## src/rtl/spi_regbank.sv

```systemverilog
// SPI register bank: window decode, local writable registers, read-only status mux,
// burst transfers with optional pointer auto-increment and per-register access strobes.
module spi_regbank #(
    parameter int unsigned                          ADDR_W    = 7,
    parameter int unsigned                          DATA_W    = 8,
    parameter int unsigned                          NUM_REGS  = 8,
    parameter int unsigned                          BASE_ADDR = 4,
    parameter logic [NUM_REGS-1:0]                  RO_MASK   = '0,
    parameter logic [NUM_REGS*DATA_W-1:0]           RST_VAL   = '0,
    parameter bit                                   AUTO_INC  = 1'b1
) (
    input  logic                         clk,
    input  logic                         reset,
    input  logic [ADDR_W-1:0]            reg_addr,
    input  logic                         addr_dv,
    input  logic                         rw_out,
    input  logic                         rxdv,
    input  logic [DATA_W-1:0]            rx_d,
    input  logic                         tx_ack,
    output logic [DATA_W-1:0]            tx_d,
    output logic                         tx_en,
    input  logic [NUM_REGS*DATA_W-1:0]   ro_d,
    output logic [NUM_REGS*DATA_W-1:0]   reg_q,
    output logic [NUM_REGS-1:0]          wr_stb,
    output logic [NUM_REGS-1:0]          rd_stb,
    output logic                         addr_err
);

    localparam int unsigned REG_BITS = NUM_REGS * DATA_W;

    typedef enum logic [1:0] {
        IDLE     = 2'd0,
        WR       = 2'd1,
        RD_FETCH = 2'd2,
        RD_HOLD  = 2'd3
    } state_t;

    // Expand the per-register read-only mask to a per-bit mask over the flat register vector.
    function automatic logic [REG_BITS-1:0] expand_ro_mask();
        logic [REG_BITS-1:0] m;
        m = '0;
        for (int unsigned i = 0; i < NUM_REGS; i++) begin
            if (RO_MASK[i]) m[i*DATA_W +: DATA_W] = {DATA_W{1'b1}};
        end
        return m;
    endfunction

    // Read-only slices are never stored, so they reset to and stay at zero.
    localparam logic [REG_BITS-1:0] RO_BITS   = expand_ro_mask();
    localparam logic [REG_BITS-1:0] REG_RESET = RST_VAL & ~RO_BITS;

    state_t                 state_q, state_d;
    logic [ADDR_W-1:0]      ptr_q, ptr_d;
    logic [REG_BITS-1:0]    regs_q, regs_d;
    logic                   addr_dv_q;
    logic                   armed_q;
    logic [DATA_W-1:0]      tx_d_nxt;
    logic                   tx_en_nxt;
    logic [NUM_REGS-1:0]    wr_stb_nxt;
    logic [NUM_REGS-1:0]    rd_stb_nxt;
    logic                   addr_err_nxt;

    logic [NUM_REGS-1:0]    sel;
    logic                   in_range;
    logic                   is_ro;
    logic [DATA_W-1:0]      rd_data;
    logic [ADDR_W-1:0]      ptr_adv;
    logic                   dv_rise;

    // A rise only counts once addr_dv has been seen low after reset.
    assign dv_rise = addr_dv & ~addr_dv_q & armed_q;
    assign reg_q   = regs_q;

    // Pointer decode: one-hot register select, range/RO flags, read mux and next pointer.
    always_comb begin
        sel     = '0;
        rd_data = '0;
        for (int unsigned i = 0; i < NUM_REGS; i++) begin
            sel[i] = (ptr_q == ADDR_W'(i));
            if (sel[i]) begin
                rd_data = RO_MASK[i] ? ro_d[i*DATA_W +: DATA_W] : regs_q[i*DATA_W +: DATA_W];
            end
        end
        in_range = |sel;
        is_ro    = |(sel & RO_MASK);
        if (AUTO_INC && in_range) begin
            ptr_adv = (ptr_q == ADDR_W'(NUM_REGS - 1)) ? '0 : ptr_q + ADDR_W'(1);
        end else begin
            ptr_adv = ptr_q;
        end
    end

    // Next-state and datapath update for the transaction FSM.
    always_comb begin
        state_d      = state_q;
        ptr_d        = ptr_q;
        regs_d       = regs_q;
        tx_d_nxt     = tx_d;
        tx_en_nxt    = tx_en;
        wr_stb_nxt   = '0;
        rd_stb_nxt   = '0;
        addr_err_nxt = 1'b0;

        if ((state_q != IDLE) && !addr_dv) begin
            state_d   = IDLE;
            tx_en_nxt = 1'b0;
            tx_d_nxt  = '0;
        end else begin
            case (state_q)
                IDLE: begin
                    if (dv_rise) begin
                        ptr_d   = reg_addr - ADDR_W'(BASE_ADDR);
                        state_d = rw_out ? RD_FETCH : WR;
                    end
                end
                WR: begin
                    if (rxdv) begin
                        if (in_range && !is_ro) begin
                            for (int unsigned i = 0; i < NUM_REGS; i++) begin
                                if (sel[i]) regs_d[i*DATA_W +: DATA_W] = rx_d;
                            end
                            wr_stb_nxt = sel;
                        end else begin
                            addr_err_nxt = 1'b1;
                        end
                        ptr_d = ptr_adv;
                    end
                end
                RD_FETCH: begin
                    tx_en_nxt = 1'b1;
                    state_d   = RD_HOLD;
                    if (in_range) begin
                        tx_d_nxt   = rd_data;
                        rd_stb_nxt = sel;
                    end else begin
                        tx_d_nxt     = '0;
                        addr_err_nxt = 1'b1;
                    end
                end
                RD_HOLD: begin
                    if (tx_ack) begin
                        ptr_d   = ptr_adv;
                        state_d = RD_FETCH;
                    end
                end
                default: begin
                    state_d = IDLE;
                end
            endcase
        end
    end

    // FSM state register.
    always_ff @(posedge clk or posedge reset) begin
        if (reset) begin
            state_q <= IDLE;
        end else begin
            state_q <= state_d;
        end
    end

    // Pointer, register storage, registered outputs and addr_dv edge tracking.
    always_ff @(posedge clk or posedge reset) begin
        if (reset) begin
            ptr_q     <= '0;
            regs_q    <= REG_RESET;
            tx_d      <= '0;
            tx_en     <= 1'b0;
            wr_stb    <= '0;
            rd_stb    <= '0;
            addr_err  <= 1'b0;
            addr_dv_q <= 1'b0;
            armed_q   <= 1'b0;
        end else begin
            ptr_q     <= ptr_d;
            regs_q    <= regs_d;
            tx_d      <= tx_d_nxt;
            tx_en     <= tx_en_nxt;
            wr_stb    <= wr_stb_nxt;
            rd_stb    <= rd_stb_nxt;
            addr_err  <= addr_err_nxt;
            addr_dv_q <= addr_dv;
            armed_q   <= armed_q | ~addr_dv;
        end
    end

endmodule
```

## config.mk

```make
export PLATFORM = sky130hd
export DESIGN_NAME = spi_regbank
export DESIGN_NICKNAME = d
export VERILOG_FILES = /design/src/rtl/spi_regbank.sv
export SDC_FILE = /design/constraint.sdc
export NUM_CORES = 1
export LEC_CHECK = 0
export ABC_CLOCK_PERIOD_IN_PS = 8400
export BUFFER_PORTS_ARGS = -buffer_cell sky130_fd_sc_hd__buf_2
export CAP_MARGIN = 30
export CORE_UTILIZATION = 54
export DETAILED_ROUTE_END_ITERATION = 10
export PLACE_DENSITY_LB_ADDON = 0.05
export RECOVER_POWER = 100
export SKIP_LAST_GASP = 1
export SYNTH_ARGS = -nofsm -noshare
export SYNTH_HDL_FRONTEND = slang
export SYNTH_SLANG_ARGS = --single-unit
```

## constraint.sdc

```tcl
create_clock -name clk -period 8.4 [get_ports clk]
set_input_delay 0.84 -clock clk [delete_from_list [all_inputs] [get_ports clk]]
set_output_delay 0.84 -clock clk [all_outputs]
set_load 0.01 [all_outputs]
```

==> results.txt, run 1 <==
CTS Root Buffer Type: clkbuf_8
Placeable Area: 8680 µm²
Max cap viols: 2
Number of post-CTS setup repair buffers: 0
VDD IR-drop max: 183 µV
Setup TNS: 0 ns
Synth warnings: 0
CTS tree: yes
Ys flop type: dfrtp_1
Hold/Removal Path Class: reg2reg
Outcome: complete, but fails checks
Final WL: 12300 µm
Commonest cells after routing, fill and taps aside: 135 x nand2_1, 101 x dfrtp_1, 94 x clkbuf_1
Final ANT Viol Nets: 0
Total number of H-tree levels: 3
Least-Margin Pin Slew: 2.82 ns
Die W: 96.3 µm
Nets@finish: 681
Layout cell share with drive strength beyond 1: 13.2%
Sequential area share after synthesis: 52.7%
Total die area: 9260 µm²
Vias post-DR: 4003
Fmax: 0.226 GHz
DRC viols: 0
Iter 0 DRT Violations: 281
Hold WS: 0.478 ns
Clock Latency Late Sink: 0.36 ns
Wirelength per Cell: 17.5 µm
Post-synth ARST share: 100%
Count of input and output buffers: 110
Initial Util: 55.3%
First-pass GRT wire length: 18800 µm
Crit Path Category: in2async
Total clock sinks: 101
Setup-failing EPs final: 0
Pwr Density: 302 nW/µm²
Max Slew Vio Count: 104
Initial antenna violation count: 0
Tot Pwr: 1.66 mW
CP endpoint kind: asynchronous set/reset pin
Die H: 96.3 µm
Fin cells: 700
Synth Area per Inst: 9.91 µm²
# rows: 34
Synthesized instance count: 484
Pleak: 2.67 nW
Final HPWL from detailed placement: 8940 µm
CTS resizes: 0
Critical Path Start Type: primary input
Inserted Diodes: 0
Avg Vias per Cell: 5.72
CTS buffer count: 9
Final hold violation count: 0
Mapped cell area: 4800 µm²
Failing checks: capacitance limit, slew limit
Post-route cell area: 5490 µm²
Crit path time final: 4.43 ns
GPL Wtd Cong: 0.841
Largest net degree at the start of global routing: 54
RSZ-0062 raised after global routing: false
Vias in the first global route: 3508
Final period utilization: 52.7%
Placed cell area: 5400 µm²
Unique masters post-synth: 55
Rel. slew slack: -88.3%
Placed Cells: 684
Required @ worst endpoint: 8.27 ns
Crit path max fanout: 53
Post-route clock skew: 0.0133 ns
First-pass DRT Iterations: 5
Yosys reg bits: 101
Total GRT Usage: 27.4%
Max Root-Sink Buffers: 2
Crit path DAT: 4.30 ns
Ports: 175
Clock transition at the registers of the reported paths: 0.10 ns
Global route overflow: 0
Syn_nets: 578
Commonest non-fill, non-tap cell in the layout: nand2_1
Hold Buf Count CTS: 0
Post-synth EDFFs: 0
Area Overhead vs Synth: 14.4%
Yosys cell counts (4+ instances only):
master / count / area share (%)
buf_2: 4 / 0.42
o22ai_1: 6 / 0.78
o21ai_0: 13 / 1.4
nand3_1: 8 / 0.83
o31ai_1: 4 / 0.63
mux2_2: 33 / 7.7
inv_1: 13 / 1.0
a22o_1: 4 / 0.73
nor2_1: 24 / 1.9
o21ai_1: 6 / 0.63
clkbuf_1: 12 / 0.94
nand2_1: 135 / 11
a21oi_1: 24 / 2.5
a22oi_1: 8 / 1.3
nand2b_1: 4 / 0.52
ha_1: 9 / 2.3
dfrtp_1: 101 / 53
nor3_1: 4 / 0.42
o2111ai_1: 4 / 0.73
and3_1: 7 / 0.91
registers in the layout, indices dropped and copies added (netlist names):
| register | flops |
|---|---|
| addr_err | 1 |
| addr_dv_q | 1 |
| rd_stb | 8 |
| tx_d | 8 |
| wr_stb | 8 |
| ptr_q | 7 |
| reg_q | 64 |
| state_q | 2 |
| tx_en | 1 |
| armed_q | 1 |
layer usage:
metal / wire length (µm) / track usage (%) / up-vias
met1: 5890 / 41.4 / 1976
met3: 657 / 4.03 / 12
met2: 5580 / 41.0 / 131
li1: - / - / 1884
met4: 148 / 7.71 / 0
met5: 0 / 0 / -
per-stage QoR:
stage / util [%] / worst slack [ns]
5_1_grt: 63.2 / 3.05
6_report: 63.2 / 3.97
3_5_place_dp: 62.2 / 5.26
2_1_floorplan: - / 4.91
4_1_cts: 64.9 / 5.23
3_3_place_gp: 62.2 / 5.38
cells by family (layout without fill, tap and decap cells):
| family | Yosys count | after routing | synth area share (%) |
|---|---|---|---|
| DFF | 101 | 101 | 52.7 |
| adders and majority gates | 9 | 9 | 2.35 |
| buffers and inverters | 37 | 145 | 3.47 |
| xor gates and xnor gates | 4 | 4 | 0.730 |
| AOI/OAI and AO/OA | 92 | 92 | 13.0 |
| muxes | 34 | 34 | 7.96 |
| and+or+nand+nor | 207 | 207 | 19.8 |
path summary, 6_finish.rpt:
check,startpoint,to,slack (ns),depth (start not counted)
setup / recovery,reset,reg_q[8],3.97,3
min in group asynchronous,reset,tx_d[1],1.02,2
hold / removal,armed_q,armed_q,0.48,1
hold reg to reg,armed_q,armed_q,0.48,1
setup reg to reg,ptr_q[4],reg_q[63],4.99,4
max in group clk,ptr_q[4],reg_q[63],4.99,4
power breakdown:
group	internal (mW)	total (mW)	switching, mW
registers	0.595	0.712	0.117
logic	0.206	0.577	0.371
clock network	0.199	0.371	0.171
total	1.00	1.66	0.659
final cells by class:
cell class | instances | area [µm²]
inverters | 17 | 65.1
multi-input cells | 346 | 2080
fillers | 803 | 3190
repair buffers | 112 | 448
clock buffers | 11 | 131
flip-flops and latches | 101 | 2530
clock inverters | 5 | 106
well taps | 108 | 135
worst max-delay path: stages:
cell	delay, ns
buf_2	0.10
clkinvlp_2	1.20
clkbuf_1	2.08
(Power assumes the default switching activity.)
==> run 2: changes to the inputs <==
ABC_AREA = 1   (was unset)
ABC_CLOCK_PERIOD_IN_PS = 3900   (was 8400)
CORE_UTILIZATION = 45   (was 54)
clock period = 3.9 ns   (was 8.4 ns; I/O delays follow)
==> run 2 against run 1 <==
Die area increased by 19%. Critical endpoint is now reg_q[46]. Highest routed layer unchanged. Combinational power increased by 64%. Largest power group unchanged. First-iteration DRC count decreased by 39%. Via count increased by 3.0%. Non-clock buffer count increased by 2. Critical path type is now reg2reg. Sequential share of layout area decreased by 0.19 points. The flow now finishes without violations. Total power increased by 87%. Utilization decreased by 9.6 points. Synthesized cell count increased by 17%. Sequential power increased by 94%.
==> results.txt, run 2 <==
Outcome: finished clean
Critical path's top delay family: simple AND/OR/NAND/NOR gates
Largest area contributor in the synthesized netlist: dfrtp_1
CTS resizes: 0
Crit Path Category: reg2reg
Max reg flops: 64
Synth cell count leaders: 155 x nand2_1, 101 x dfrtp_1, 59 x inv_1
Max cap viols: 0
RSZ-0062 raised after global routing: false
Post-synth EDFFs: 0
Largest net degree at the start of global routing: 41
Vias post-DR: 4123
Setup-failing EPs final: 0
Synth area leaders: dfrtp_1 53%, nand2_1 12%, o21ai_0 6.0%, a21oi_1 5.1%, inv_1 4.6%
Total number of H-tree levels: 3
Avg Vias per Cell: 5.02
Wirelength per Cell: 14.9 µm
Synthesized instance count: 568
Total GRT Usage: 23.7%
Die W: 105 µm
Commonest non-fill, non-tap cell in the layout: nand2_1
Least-Margin Pin Slew: 1.42 ns
Sequence of cells on the critical path: inv_1 -> ha_1 -> nor2_1 -> inv_1 -> nand3_1 -> nor2_1 -> inv_1 -> nand2_1 -> o21ai_0
Placed Cells: 804
Crit path DAT: 2.89 ns
Hold Buf Count CTS: 1
Initial Util: 46.4%
VDD IR-drop max: 248 µV
Ys flop type: dfrtp_1
Area Overhead vs Synth: 15.6%
Placeable Area: 10300 µm²
Iter 0 DRT Violations: 171
Sequential area share after synthesis: 53.0%
Vias in the first global route: 3854
Top cell by count, worst path: inv_1
Total die area: 11000 µm²
Synth Area per Inst: 8.39 µm²
Inserted Diodes: 0
Die H: 105 µm
Pwr Density: 562 nW/µm²
Number of post-CTS setup repair buffers: 0
GPL Wtd Cong: 0.806
Initial antenna violation count: 0
Area of the multi-input gates: 1860 µm²
Syn_nets: 662
Max Root-Sink Buffers: 2
Unique masters post-synth: 29
Clock Latency Late Sink: 0.38 ns
Max Slew Vio Count: 0
Most common cell in the synthesized netlist: nand2_1
Commonest cells after routing, fill and taps aside: 156 x nand2_1, 101 x dfrtp_1, 93 x clkbuf_1
Register area: 2530 µm²
CTS tree: yes
Final WL: 12200 µm
Synth warnings: 0
Rel. slew slack: 4.90%
Setup TNS: 0 ns
Crit path max fanout: 14
Post-route clock skew: 0.00960 ns
Final HPWL from detailed placement: 9220 µm
First-pass DRT Iterations: 5
Count of input and output buffers: 110
Final hold violation count: 0
Layout cell share with drive strength beyond 1: 8.32%
Fill cells: 1071
Post-synth top area share: 53.0%
Global route overflow: 0
DRC viols: 0
Critical Path Start Type: flip-flop
Reg-to-reg slack, setup: 1.27 ns
CTS Root Buffer Type: clkbuf_8
CP endpoint kind: flip-flop
First-pass GRT wire length: 19800 µm
Required @ worst endpoint: 4.15 ns
Mapped cell area: 4770 µm²
Worst path bufs/invs: 3
Ports: 175
Post-route cell area: 5510 µm²
Final ANT Viol Nets: 0
Hold/Removal Path Class: in2reg
Placed cell area: 5430 µm²
Worst path slowest cell: nor2_1
Slowest stage delay, CP: 0.76 ns
Post-synth ARST share: 100%
Final period utilization: 67.5%
# rows: 37
Fin cells: 821
Pleak: 2.73 nW
CTS buffer count: 9
Total clock sinks: 101
Final Util: 53.6%
Crit path time final: 2.63 ns
Yosys reg bits: 101
Fmax: 0.380 GHz
Nets@finish: 774
Clock transition at the registers of the reported paths: 0.10 ns
## run 2: layout make-up
class	instances	share of cell area [%]
clock buffer	11	2.75
clock inverter	5	1.48
inverter	69	4.72
multi-input combinational	385	33.7
sequential	101	45.9
tap	136	3.09
timing repair buffer	114	8.38
## run 2: worst paths after layout
| kind | start | end | cells past startpoint |
|---|---|---|---|
| setup / recovery | state_q[0] | reg_q[46] | 9 |
| hold / removal | addr_dv | addr_dv_q | 1 |
| setup reg to reg | state_q[0] | reg_q[46] | 9 |
| hold reg to reg | armed_q | armed_q | 2 |
| max in group asynchronous | reset | reg_q[33] | 4 |
| min in group asynchronous | reset | reg_q[62] | 3 |
## run 2: logic make-up (layout without fill, tap and decap cells)
logic type      after synthesis  in the layout  synth area share [%]
buf+inv                      82            199                  7.16
simple gates                247            247                  23.3
compound gates              123            123                  13.0
flops                       101            101                  53.0
fa+ha+maj                     9              9                  2.36
xor+xnor                      6              6                  1.10
## run 2: worst register-to-register path, stage by stage, from the launching register on
cell	delay, ns
dfrtp_1	0.47
inv_1	0.12
ha_1	0.21
nor2_1	0.10
inv_1	0.11
nand3_1	0.37
nor2_1	0.76
inv_1	0.18
nand2_1	0.09
o21ai_0	0.08
## run 2: power by group
group	internal (mW)	leakage (nW)	switching, mW	total (mW)
clock	0.398	0.116	0.367	0.765
sequential	1.23	1.27	0.156	1.38
combinational	0.306	1.34	0.642	0.948
total	1.93	2.73	1.16	3.10
## run 2: through the flow
stage,setup WS [ns],power (mW),hold WS (ns)
after floorplan,0.863,2.09,0.414
after global placement,1.40,2.39,0.412
after detailed placement,1.29,2.41,0.416
after CTS,1.28,3.18,0.142
after global routing,0.962,3.32,0.169
final,1.27,3.10,0.174
## run 2: metal layers
layer | GRT usage [%] | wire [µm] | up-vias
met5 | 0 | 0 | -
met4 | 10.4 | 257 | 0
met3 | 3.68 | 496 | 18
met2 | 38.6 | 5970 | 102
met1 | 31.5 | 5510 | 1957
li1 | - | - | 2046
==> run 3: changes to the inputs <==
ABC_CLOCK_PERIOD_IN_PS = 2440   (was 3900)
CORE_UTILIZATION = 50   (was 45)
clock period = 2.44 ns   (was 3.9 ns; I/O delays follow)
==> run 3 against run 2 <==
The run now ends with capacitance limit left. Sequential share of layout area is 0.24 points lower. Utilization is 6.3 points higher. Die area is 9.8% lower. Register-to-register slack worse by 1.0 ns. Critical path type unchanged. Largest cell class unchanged. Highest routed layer unchanged.
==> results.txt, run 3 (synthesized netlist as in run 2, its figures left out) <==
Die W: 99.7 µm
CTS Root Buffer Type: clkbuf_8
Setup-failing EPs final: 0
Crit path DAT: 2.49 ns
Least-Margin Pin Slew: 1.45 ns
Iter 0 DRT Violations: 259
Internal Pwr Total: 2.90 mW
Commonest non-fill, non-tap cell in the layout: nand2_1
Final Util: 60.0%
Flop pwr share: 45.9%
CP endpoint kind: flip-flop
Clock power share: 21.3%
Initial antenna violation count: 0
Setup TNS: 0 ns
Avg Vias per Cell: 5.12
P_sw: 1.91 mW
Wirelength per Cell: 15.0 µm
Gate power share: 32.8%
Commonest cells after routing, fill and taps aside: 156 x nand2_1, 101 x dfrtp_1, 93 x clkbuf_1
Final HPWL from detailed placement: 9250 µm
Global route overflow: 0
Hold/Removal Path Class: in2reg
Crit path time final: 2.17 ns
Max cap viols: 1
Failing checks: capacitance limit
Largest net degree at the start of global routing: 42
Final WL: 12300 µm
Ports: 175
Required @ worst endpoint: 2.76 ns
Total GRT Usage: 26.5%
Die H: 99.7 µm
First-pass DRT Iterations: 5
Total number of H-tree levels: 3
CTS tree: yes
Hold WS: 0.0468 ns
Pre-CTS setup slack: 0.222 ns
Pleak: 2.74 nW
Total die area: 9930 µm²
Final worst setup slack: 0.269 ns
Nets@finish: 780
Outcome: complete, but fails checks
First-pass GRT wire length: 20000 µm
Pwr Density: 869 nW/µm²
Final hold violation count: 0
Vias post-DR: 4197
Inserted Diodes: 0
RSZ-0062 raised after global routing: false
Fin cells: 820
Clock transition at the registers of the reported paths: 0.10 ns
Total clock sinks: 101
Initial Util: 51.6%
# rows: 35
GPL Wtd Cong: 0.902
Area Overhead vs Synth: 16.2%
Clock Latency Late Sink: 0.38 ns
Crit path max fanout: 6
Final ANT Viol Nets: 0
DRC viols: 0
CTS buffer count: 9
Post-route clock skew: 0.0163 ns
Max Root-Sink Buffers: 2
Rel. slew slack: 2.61%
Switching Fraction: 39.7%
Placeable Area: 9240 µm²
Max reg flops: 64
VDD IR-drop max: 359 µV
Vias in the first global route: 3969
Placed Cells: 803
Final period utilization: 89.0%
Count of input and output buffers: 110
Critical Path Start Type: flip-flop
Crit Path Category: reg2reg
Max Slew Vio Count: 0
Fmax: 0.461 GHz
Layout cell share with drive strength beyond 1: 9.70%
run 3: cell count changes in the layout (fill, tap and decap cells not counted), moves of 2 or more:
cell        before  now
clkinvlp_4       1    3
nand3_1         28   26
o21ai_1          0    2
buf_4            1    6
bufinv_16        2    0
o21ai_0         70   68
run 3: layer usage:
metal / GRT usage [%] / vias to the layer above / wire [µm]
met5: 0 / - / 0
li1: - / 2048 / -
met3: 4.57 / 23 / 597
met4: 10.2 / 0 / 303
met2: 41.6 / 138 / 5730
met1: 36.8 / 1988 / 5670
run 3: power groups by stage:
stage | Combinational, mW | Clock [mW] | Sequential (mW)
global route | 1.79 | 1.12 | 2.25
floorplan | 1.04 | 0 | 2.30
global placement | 1.61 | 0 | 2.23
finish | 1.58 | 1.02 | 2.21
CTS | 1.66 | 1.05 | 2.20
detailed placement | 1.65 | 0 | 2.23
run 3: final timing paths:
check | start | end | slack [ns] | cells after the start
setup / recovery | ptr_q[0] | tx_d[2] | 0.27 | 13
hold / removal | addr_dv | addr_dv_q | 0.05 | 1
setup reg to reg | ptr_q[0] | tx_d[2] | 0.27 | 13
hold reg to reg | armed_q | armed_q | 0.45 | 2
max in group asynchronous | reset | wr_stb[0] | 0.45 | 4
min in group asynchronous | reset | tx_d[4] | 0.73 | 3
run 3: through the flow:
step | total power [mW] | area [µm²]
final | 4.82 | 5540
after global routing | 5.16 | 5540
after CTS | 4.91 | 5690
after detailed placement | 3.88 | 5490
after global placement | 3.84 | 5490
after floorplan | 3.33 | 4770
run 3: repair_timing:
item                       CTS  global route
resized for setup            0             3
hold buffers                 1             0
setup buffers                0             0
setup endpoints to repair    0             7
hold endpoints to repair     2             0
run 3: cell type report:
cell class                      count  area (µm²)
Clock buffer                       11         141
Tap cell                          129         161
Sequential cell                   101        2530
Fill cell                         894        3700
Clock inverter                      5        43.8
Timing Repair Buffer              120         523
Inverter                           69         264
Multi-Input combinational cell    385        1880
run 3: critical path, stage by stage, from the launching register on:
cell and delay (ns):
dfrtp_1 0.43, inv_1 0.10, ha_1 0.26, nand2_1 0.09
nor2_1 0.07, nor2_1 0.43, nand3_1 0.15, nand3_1 0.18
nand2_1 0.06, nand2_1 0.10, nand2_1 0.06, nand2_1 0.09
nand2_1 0.06, nand2_1 0.05
